[config.mk]
export PLATFORM = sky130hd
export DESIGN_NAME = sha256_run_ctrl
export DESIGN_NICKNAME = d
export VERILOG_FILES = /design/src/rtl/sha256_run_ctrl.sv
export SDC_FILE = /design/constraint.sdc
export NUM_CORES = 1
export LEC_CHECK = 0
export BUFFER_PORTS_ARGS = -buffer_cell sky130_fd_sc_hd__buf_2
export CAP_MARGIN = 20
export CORE_ASPECT_RATIO = 1.1
export CORE_UTILIZATION = 49
export CTS_CLUSTER_DIAMETER = 50
export DETAILED_ROUTE_END_ITERATION = 8
export GPL_ROUTABILITY_DRIVEN = 1
export HOLD_SLACK_MARGIN = 0.03
export PLACE_DENSITY = 0.76
export SLEW_MARGIN = 0
export SYNTH_ARGS = -nofsm -noshare
export SYNTH_HDL_FRONTEND = slang
export SYNTH_SLANG_ARGS = --single-unit
export TNS_END_PERCENT = 10
[constraint.sdc]
create_clock -name clock -period 2.5 [get_ports clock]
set_clock_uncertainty 0.2 [all_clocks]
set_input_delay 0.75 -clock clock [delete_from_list [all_inputs] [get_ports clock]]
set_output_delay 0.75 -clock clock [all_outputs]
set_load 0.01 [all_outputs]
[src/rtl/sha256_run_ctrl.sv]
`default_nettype none
// ============================================================================
// Module      : sha256_run_ctrl
// Description : Single-block SHA256 run sequencer. Accepts a host start,
//               pulses the padding generator, waits for the padded block,
//               pulses the compression core, then writes the 256-bit digest
//               to output SRAM as eight 32-bit words (H0 first).
//               Optional per-wait-state watchdog: define CTRL_TIMEOUT_EN.
// Revision    : 1.0 - initial release
// ============================================================================
module sha256_run_ctrl #(
    parameter int         MAX_LEN        = 55,
    parameter logic [3:0] OUT_BASE       = 4'd0,
    parameter int         TIMEOUT_CYCLES = 1023
) (
    input  logic         clock,
    input  logic         reset_n,
    input  logic         start,
    input  logic [5:0]   msg_len,
    input  logic         pad_rdy,
    input  logic         core_done,
    input  logic [255:0] digest,
    output logic         pad_go,
    output logic [5:0]   pad_len,
    output logic         core_start,
    output logic         out_mem_we,
    output logic [3:0]   out_mem_addr,
    output logic [31:0]  out_mem_data,
    output logic         busy,
    output logic         done,
    output logic         err
);

    localparam logic [5:0] c_max_len = 6'(MAX_LEN);

    typedef enum logic [2:0] {
        S_IDLE      = 3'd0,
        S_PAD_GO    = 3'd1,
        S_PAD_CLR   = 3'd2,
        S_PAD_WAIT  = 3'd3,
        S_CORE_GO   = 3'd4,
        S_CORE_WAIT = 3'd5,
        S_WRITE     = 3'd6,
        S_FIN       = 3'd7
    } state_t;

    state_t         r_state;
    state_t         w_state_next;
    logic [2:0]     r_cnt;
    logic [2:0]     w_cnt_next;
    logic [255:0]   r_digest;
    logic [255:0]   w_digest_next;
    logic           w_err_next;
    logic           w_accept;
    logic           w_write_next;

`ifdef CTRL_TIMEOUT_EN
    localparam int c_tmo_w = ($clog2(TIMEOUT_CYCLES + 1) < 10) ? 10 : $clog2(TIMEOUT_CYCLES + 1);
    localparam logic [c_tmo_w-1:0] c_tmo_last = c_tmo_w'(TIMEOUT_CYCLES - 1);

    logic [c_tmo_w-1:0] r_tmo;
    logic               w_waiting;

    assign w_waiting = (r_state == S_PAD_CLR) || (r_state == S_PAD_WAIT) ||
                       (r_state == S_CORE_WAIT);

    // Watchdog: restarts on every state change, counts cycles spent waiting
    always_ff @(posedge clock) begin
        if (!reset_n) begin
            r_tmo <= '0;
        end else if (w_state_next != r_state) begin
            r_tmo <= '0;
        end else if (w_waiting) begin
            r_tmo <= r_tmo + 1'b1;
        end
    end
`endif

    // State, word counter and digest latch
    always_ff @(posedge clock) begin
        if (!reset_n) begin
            r_state  <= S_IDLE;
            r_cnt    <= '0;
            r_digest <= '0;
        end else begin
            r_state  <= w_state_next;
            r_cnt    <= w_cnt_next;
            r_digest <= w_digest_next;
        end
    end

    // Next-state decode; a length violation is reported without leaving IDLE
    always_comb begin
        w_state_next  = r_state;
        w_cnt_next    = r_cnt;
        w_digest_next = r_digest;
        w_err_next    = 1'b0;
        w_accept      = 1'b0;
        case (r_state)
            S_IDLE: begin
                if (start) begin
                    if (msg_len > c_max_len) begin
                        w_err_next = 1'b1;
                    end else begin
                        w_accept     = 1'b1;
                        w_state_next = S_PAD_GO;
                    end
                end
            end
            S_PAD_GO:   w_state_next = S_PAD_CLR;
            // A stale ready level from the previous run must drop first
            S_PAD_CLR:  if (!pad_rdy) w_state_next = S_PAD_WAIT;
            S_PAD_WAIT: if (pad_rdy)  w_state_next = S_CORE_GO;
            S_CORE_GO:  w_state_next = S_CORE_WAIT;
            S_CORE_WAIT: begin
                if (core_done) begin
                    w_digest_next = digest;
                    w_cnt_next    = 3'd0;
                    w_state_next  = S_WRITE;
                end
            end
            S_WRITE: begin
                if (r_cnt == 3'd7) begin
                    w_state_next = S_FIN;
                end else begin
                    w_cnt_next = r_cnt + 3'd1;
                end
            end
            S_FIN:   w_state_next = S_IDLE;
            default: w_state_next = S_IDLE;
        endcase
`ifdef CTRL_TIMEOUT_EN
        if (w_waiting && (w_state_next == r_state) && (r_tmo == c_tmo_last)) begin
            w_state_next = S_IDLE;
            w_err_next   = 1'b1;
        end
`endif
    end

    assign w_write_next = (w_state_next == S_WRITE);

    // Registered outputs, derived from the state being entered
    always_ff @(posedge clock) begin
        if (!reset_n) begin
            pad_go       <= 1'b0;
            pad_len      <= '0;
            core_start   <= 1'b0;
            out_mem_we   <= 1'b0;
            out_mem_addr <= '0;
            out_mem_data <= '0;
            busy         <= 1'b0;
            done         <= 1'b0;
            err          <= 1'b0;
        end else begin
            pad_go       <= (w_state_next == S_PAD_GO);
            core_start   <= (w_state_next == S_CORE_GO);
            out_mem_we   <= w_write_next;
            out_mem_addr <= w_write_next ? (OUT_BASE + {1'b0, w_cnt_next}) : 4'd0;
            // Word k is digest[255-32k -: 32]; ~k equals 7-k for a 3-bit count
            out_mem_data <= w_write_next ? w_digest_next[{~w_cnt_next, 5'd0} +: 32] : 32'd0;
            busy         <= (w_state_next != S_IDLE) && (w_state_next != S_FIN);
            done         <= (w_state_next == S_FIN);
            err          <= w_err_next;
            if (w_accept) begin
                pad_len <= msg_len;
            end
        end
    end

endmodule
`default_nettype wire

== Yosys cells after proc, flatten, opt, wreduce, memory -nomap -nowiden ==
Cells that the tools add are included.

* $add $sub $neg: 1
* Order comparisons: 1
* Eq/ne operators: 13
* Shift operators: 1
* Mux-type cells: 16
* Bitwise logic cells: 1
* Reductions and logical operators: 5

{| class="wikitable"
|+ Operators with widths
! cell !! count
|-
| 2-to-1 mux 256 bit || 2
|-
| indexed part select 256 x 9 -> 32 bit || 1
|-
| == test 3 bit, second input constant || 8
|-
| 2-to-1 mux 3 bit || 8
|-
| one-hot mux 3 bit (8 select lines) || 1
|-
| == test 3 x 1 -> 1 bit, second input constant || 2
|-
| == test 3 x 2 -> 1 bit, second input constant || 2
|-
| > comparator 6 bit, second input constant || 1
|-
| one-hot mux 3 bit (2 select lines) || 1
|-
| 2-to-1 mux 1 bit || 4
|-
| adder 3 x 1 -> 3 bit, second input constant || 1
|-
| zero test 3 bit || 1
|-
| inequality test 3 bit, second input constant || 1
|-
| NOT 3 bit || 1
|-
| AND reduction 3 bit || 1
|-
| nonzero test 3 bit || 1
|-
| AND reduction 2 bit || 1
|-
| logical AND 1 bit || 1
|}

* Flip-flop bits (word level): 310
* Input bits: 267
* Output and inout bits: 48
* Logic and storage cells: 51

== Longest topological paths before layout ==
* Word-level depth: 6
* Gate-level depth with buffers: 10
* Depth with buffers taken out: 7

== Least setup slack after synthesis ==
No wires, ideal clock.

* Kind: input to register
* Start point: input port core_done
* End point: register out_mem_data[25]
* Library setup time: 130 ps
* Arrival time: 2255 ps
* Required time: 2170 ps
* Path slack: -85 ps
* Stages on the path: 8
* Buffers on the path: 2
* Cell sequence: and3b_1 > o21a_2 > nor2_1 > buf_2 > buf_2 > mux2_2 > o2111ai_1 > o211ai_1

* Word-level cells in the longest chain between the ends: 4
* Elaborated cells on any way between the ends: 10

{| class="wikitable"
|+ RTL lines
! what !! line !! text
|-
| from (decl) || 21 || <nowiki>input logic core_done,</nowiki>
|-
| 2-to-1 mux 3 bit || 116 || <nowiki>if (core_done) begin</nowiki>
|-
| one-hot mux 3 bit (2 select lines) / one-hot mux 3 bit (8 select lines) (equally long branches) || 99 || <nowiki>case (r_state)</nowiki>
|-
| NOT 3 bit / == test 3 bit (equally long branches) || 160, 140 ||
|-
| indexed part select 256 x 9 -> 32 bit / AND reduction 2 bit (equally long branches) || -- ||
|-
| to (signal assigned) || 160 || <nowiki>out_mem_data <= w_write_next ? w_digest_next[{~w_cnt_next, 5'd0} +: 32] : 32'd0;</nowiki>
|-
| to (decl) || 28 || <nowiki>output logic [31:0] out_mem_data,</nowiki>
|}

Parallel ways exist; a longest one is shown, timed or not.
A chain may end at the register's enable or synchronous reset.

== Worst setup path in the final report ==
* Start point: register r_cnt[0]
* End point: register out_mem_data[0]

* Word-level cells in the longest chain between the ends: 5
* Elaborated cells on any way between the ends: 11

{| class="wikitable"
|+ RTL lines
! what !! line !! text
|-
| from (decl) || 49 || <nowiki>logic [2:0] r_cnt;</nowiki>
|-
| from (signal assigned) || 87 || <nowiki>r_cnt <= w_cnt_next;</nowiki>
|-
| adder 3 x 1 -> 3 bit / == test 3 bit (equally long branches) || 126, 123 ||
|-
| 2-to-1 mux 3 bit || 123 || <nowiki>if (r_cnt == 3'd7) begin</nowiki>
|-
| one-hot mux 3 bit (2 select lines) / one-hot mux 3 bit (8 select lines) (equally long branches) || 99 ||
|-
| NOT 3 bit / == test 3 bit (equally long branches) || 160, 140 ||
|-
| indexed part select 256 x 9 -> 32 bit / AND reduction 2 bit (equally long branches) || -- ||
|}

Parallel ways exist; a longest one is shown, timed or not.

==> flow_summary.toml <==
[final_layout]
drive_above_1_share_pct = 26.4
syn_to_final_growth_pct = 27.7
fill_cells = 2318
final_core_util_pct = 64.2
fin_nets = 2259

[global_route]
antenna_found_initial = 2
grt_pass1_vias = 12400
grt.overflow.total = 0
grt_max_degree = 213
grt_usage_pct = 29.2
grt_first_pass_wirelength_microns = 65700

[logic_synthesis]
yosysSeqAreaShare_pct = 45.2
yosysWarnings = 0
synth_cell_types = 49
synth-main-ff-cell = "dfxtp_1"
syn_area_per_cell_sq_um = 8.12
syn_area_sq_um = 13700
synth_edf_count = 0
syn-num-nets = 1952
synthesis.instances = 1684
ys_ff_latch = 309
synthArstFlopShare_pct = 0

[die]
fp.dieW_microns = 161
ios = 315
dieArea_sq_um = 28600
core_area_sq_um = 27200
fp.dieH_microns = 177
start_util_pct = 50.3
rows = 63

[route]
post-route-drc-count = 0
antenna_left = 0
vias_per_cell = 5.51
vias = 13100
firstDrtPassIters = 5
drt_iter0_drc = 1418
wirelength_microns = 42800
wl_per_cell_microns = 18.0

[placement]
place_congestion = 0.872
port_buffers = 313
dp_hpwl_microns = 29500

[cts]
root_buffer = "clkbuf_16"
cts_buffers = 34
cts.sinks = 309
clkTransAtPathRegs_ps = 60
htreeDepth = 2
cts_tree = "done"
worstSkewPairLatency_ps = 520
cts_max_path_buffers = 3

[setup_path]
cp.arrival_ps = 2690
ff2ff_path_depth = 9
setup.worst_path.start_class = "register"
regToRegSetupSlack_ps = 8
rr_endpoint = "out_mem_data[0]"
endpoint_kind = "register"
critPathKind = "register to register"
crit_chain = "ha_2 -> buf_4 -> nand2_4 -> a31o_4 -> a31oi_4 -> buf_6 -> mux2i_1 -> a211oi_1 -> o41a_1"
cp_max_fo = 5
cp_slowest_cell = "o41a_1"
worstReg2RegStart = "r_cnt[0]"
cp.required_ps = 2690
cp_slowest_stage_delay_ps = 420

[timing]
fmax_ghz = 0.401
maxSlewViolCount = 0
slew_headroom_pct = 47.6
setup_viol = 0
period_minus_slack_ps = 2490
finalCritPeriodShare_pct = 99.7
rsz0062_at_grt = "yes"
hold_violations = 0
worst_pin_slew_ps = 786

[pwr]
power_frac_comb_pct = 5.4
power.internal_w = 0.00835
switching_share_pct = 21.6
p_seq_share_pct = 46.6
p_leak_nw = 6.69
irDropWorstVdd_v = 0.000442
power.density_nw_per_um2 = 610
p_total_w = 0.0106
p_sw_w = 0.00230
clockPowerShare_pct = 48.0

[min_path]
whs_path_depth = 2
hp-start = "r_digest[206]"
holdPathEnd = "r_digest[206]"
holdCritPathClass = "register to register"

[run]
maxCapViolCount = 0

[outcome]
status = "complete, no violations"
placed cells by master (no fill, tap or decap), drive strengths merged, types with 4 or more instances in the layout:
master   instances
clkbuf          51
nor3            26
a211oi           4
a31o             4
dfxtp          309
a22o            26
nand3           54
nand2          580
nor2            25
buf            417
mux2i           13
mux2            26
and2             6
inv              6
a31oi            4
clkinv           6
a21boi         257
o41a             4
o21ai           29
o2111ai         26
o211ai          52
a21oi           58
per-stage QoR:
step / setup TNS [ps] / instances / hold WS [ps] / cell area, sq um / setup slack [ps]
finish: 0 / 2373 / 263 / 17500 / 7.82
floorplan: -45.4 / 1684 / 240 / 13700 / -6.50
global placement: -24480 / 2290 / 247 / 16000 / -639
global route: -148 / 2373 / 282 / 17500 / -62.3
detailed placement: -18640 / 2291 / 255 / 16000 / -481
CTS: 0 / 2361 / 263 / 17300 / 2.61
worst max path at each step:
stage,start,to,slack [ps]
floorplan,core_done,out_mem_data[25],-6
global placement,core_done,out_mem_data[9],-640
detailed placement,core_done,out_mem_data[4],-480
CTS,r_state[1],out_mem_data[11],3
global route,r_cnt[0],out_mem_data[8],-60
finish,r_cnt[0],out_mem_data[0],8
metal layers:
layer | vias up | GRT usage (%) | part of all wire, %
met1 | 6086 | 40.2 | 44
met5 | - | 0 | 0
met4 | 0 | 11.5 | 3.7
met3 | 92 | 3.94 | 6.6
met2 | 552 | 46.4 | 45
li1 | 6355 | - | -
sequential cells by signal (all words and copies together) (netlist names), 3 cells and up:
signal,flops
r_cnt,3
pad_len,6
r_digest,256
out_mem_addr,3
r_state,3
out_mem_data,32
critical path, delay by kind of cell (launching register included):
kind                     cells  cell delay [ps]
AO/OA/AOI/OAI                4             1060
AND/OR/NAND/NOR              1               70
multiplexers                 1              190
adder cells (fa/ha/maj)      1              180
buffers and inverters        2              310
flip-flops                   1              340
cell type report:
cell class / instances / area, sq um / area share (%)
Inverter: 5 / 18.8 / 0.107
Clock buffer: 49 / 1000 / 5.73
Timing Repair Buffer: 419 / 2770 / 15.9
Sequential cell: 309 / 6200 / 35.5
Antenna cell: 1 / 2.50 / 0.0143
Clock inverter: 11 / 139 / 0.795
Multi-Input combinational cell: 1222 / 6890 / 39.4
Tap cell: 357 / 447 / 2.56
repair_timing:
item                                   in CTS  in global routing
gates resized for setup                    15                 14
pin swaps                                   1                  7
cloned                                      3                  2
buffers inserted                            8                  9
hold buffers                                0                  0
endpoints found under the hold margin       0                  0
setup endpoints to repair                  32                 25
synthesized netlist by cell type (2+ instances only):
master | number | area [sq um]
a211oi_1 | 4 | 30.0
a21boi_0 | 256 | 1920
a21oi_1 | 58 | 290
a22o_1 | 26 | 228
a31o_2 | 2 | 17.5
a31oi_1 | 2 | 12.5
a31oi_4 | 2 | 42.5
and2_1 | 6 | 37.5
and3_1 | 3 | 18.8
and3b_1 | 3 | 26.3
buf_1 | 3 | 11.3
buf_2 | 43 | 215
buf_4 | 3 | 22.5
buf_6 | 12 | 135
clkbuf_1 | 88 | 330
dfxtp_1 | 309 | 6190
inv_1 | 5 | 18.8
mux2_2 | 26 | 293
mux2i_1 | 13 | 130
nand2_1 | 579 | 2170
nand3_1 | 54 | 270
nor2_1 | 24 | 90.1
nor2b_1 | 3 | 18.8
nor3_1 | 26 | 130
nor3b_1 | 2 | 15.0
o2111ai_1 | 26 | 228
o211ai_1 | 52 | 390
o21ai_0 | 28 | 140
o221a_2 | 3 | 33.8
o41a_1 | 4 | 45.0
power groups by stage:
stage	combinational, W	clock (W)	sequential, W
after floorplan	0.000210	0	0.00507
after global placement	0.000546	0	0.00507
after detailed placement	0.000552	0	0.00507
after CTS	0.000561	0.00516	0.00496
after global routing	0.000617	0.00537	0.00496
final	0.000578	0.00511	0.00496
logic make-up after synthesis:
group / count (synthesis) / share of synthesized area, %
adder cells (fa/ha/maj): 1 / 0.0915
AO/OA/AOI/OAI: 471 / 25.2
buffers and inverters: 154 / 5.36
multiplexers: 40 / 3.26
other: 1 / 0.0274
flip-flops: 309 / 45.2
AND/OR/NAND/NOR: 708 / 20.8
No activity file was read; power rests on OpenSTA's default activity.
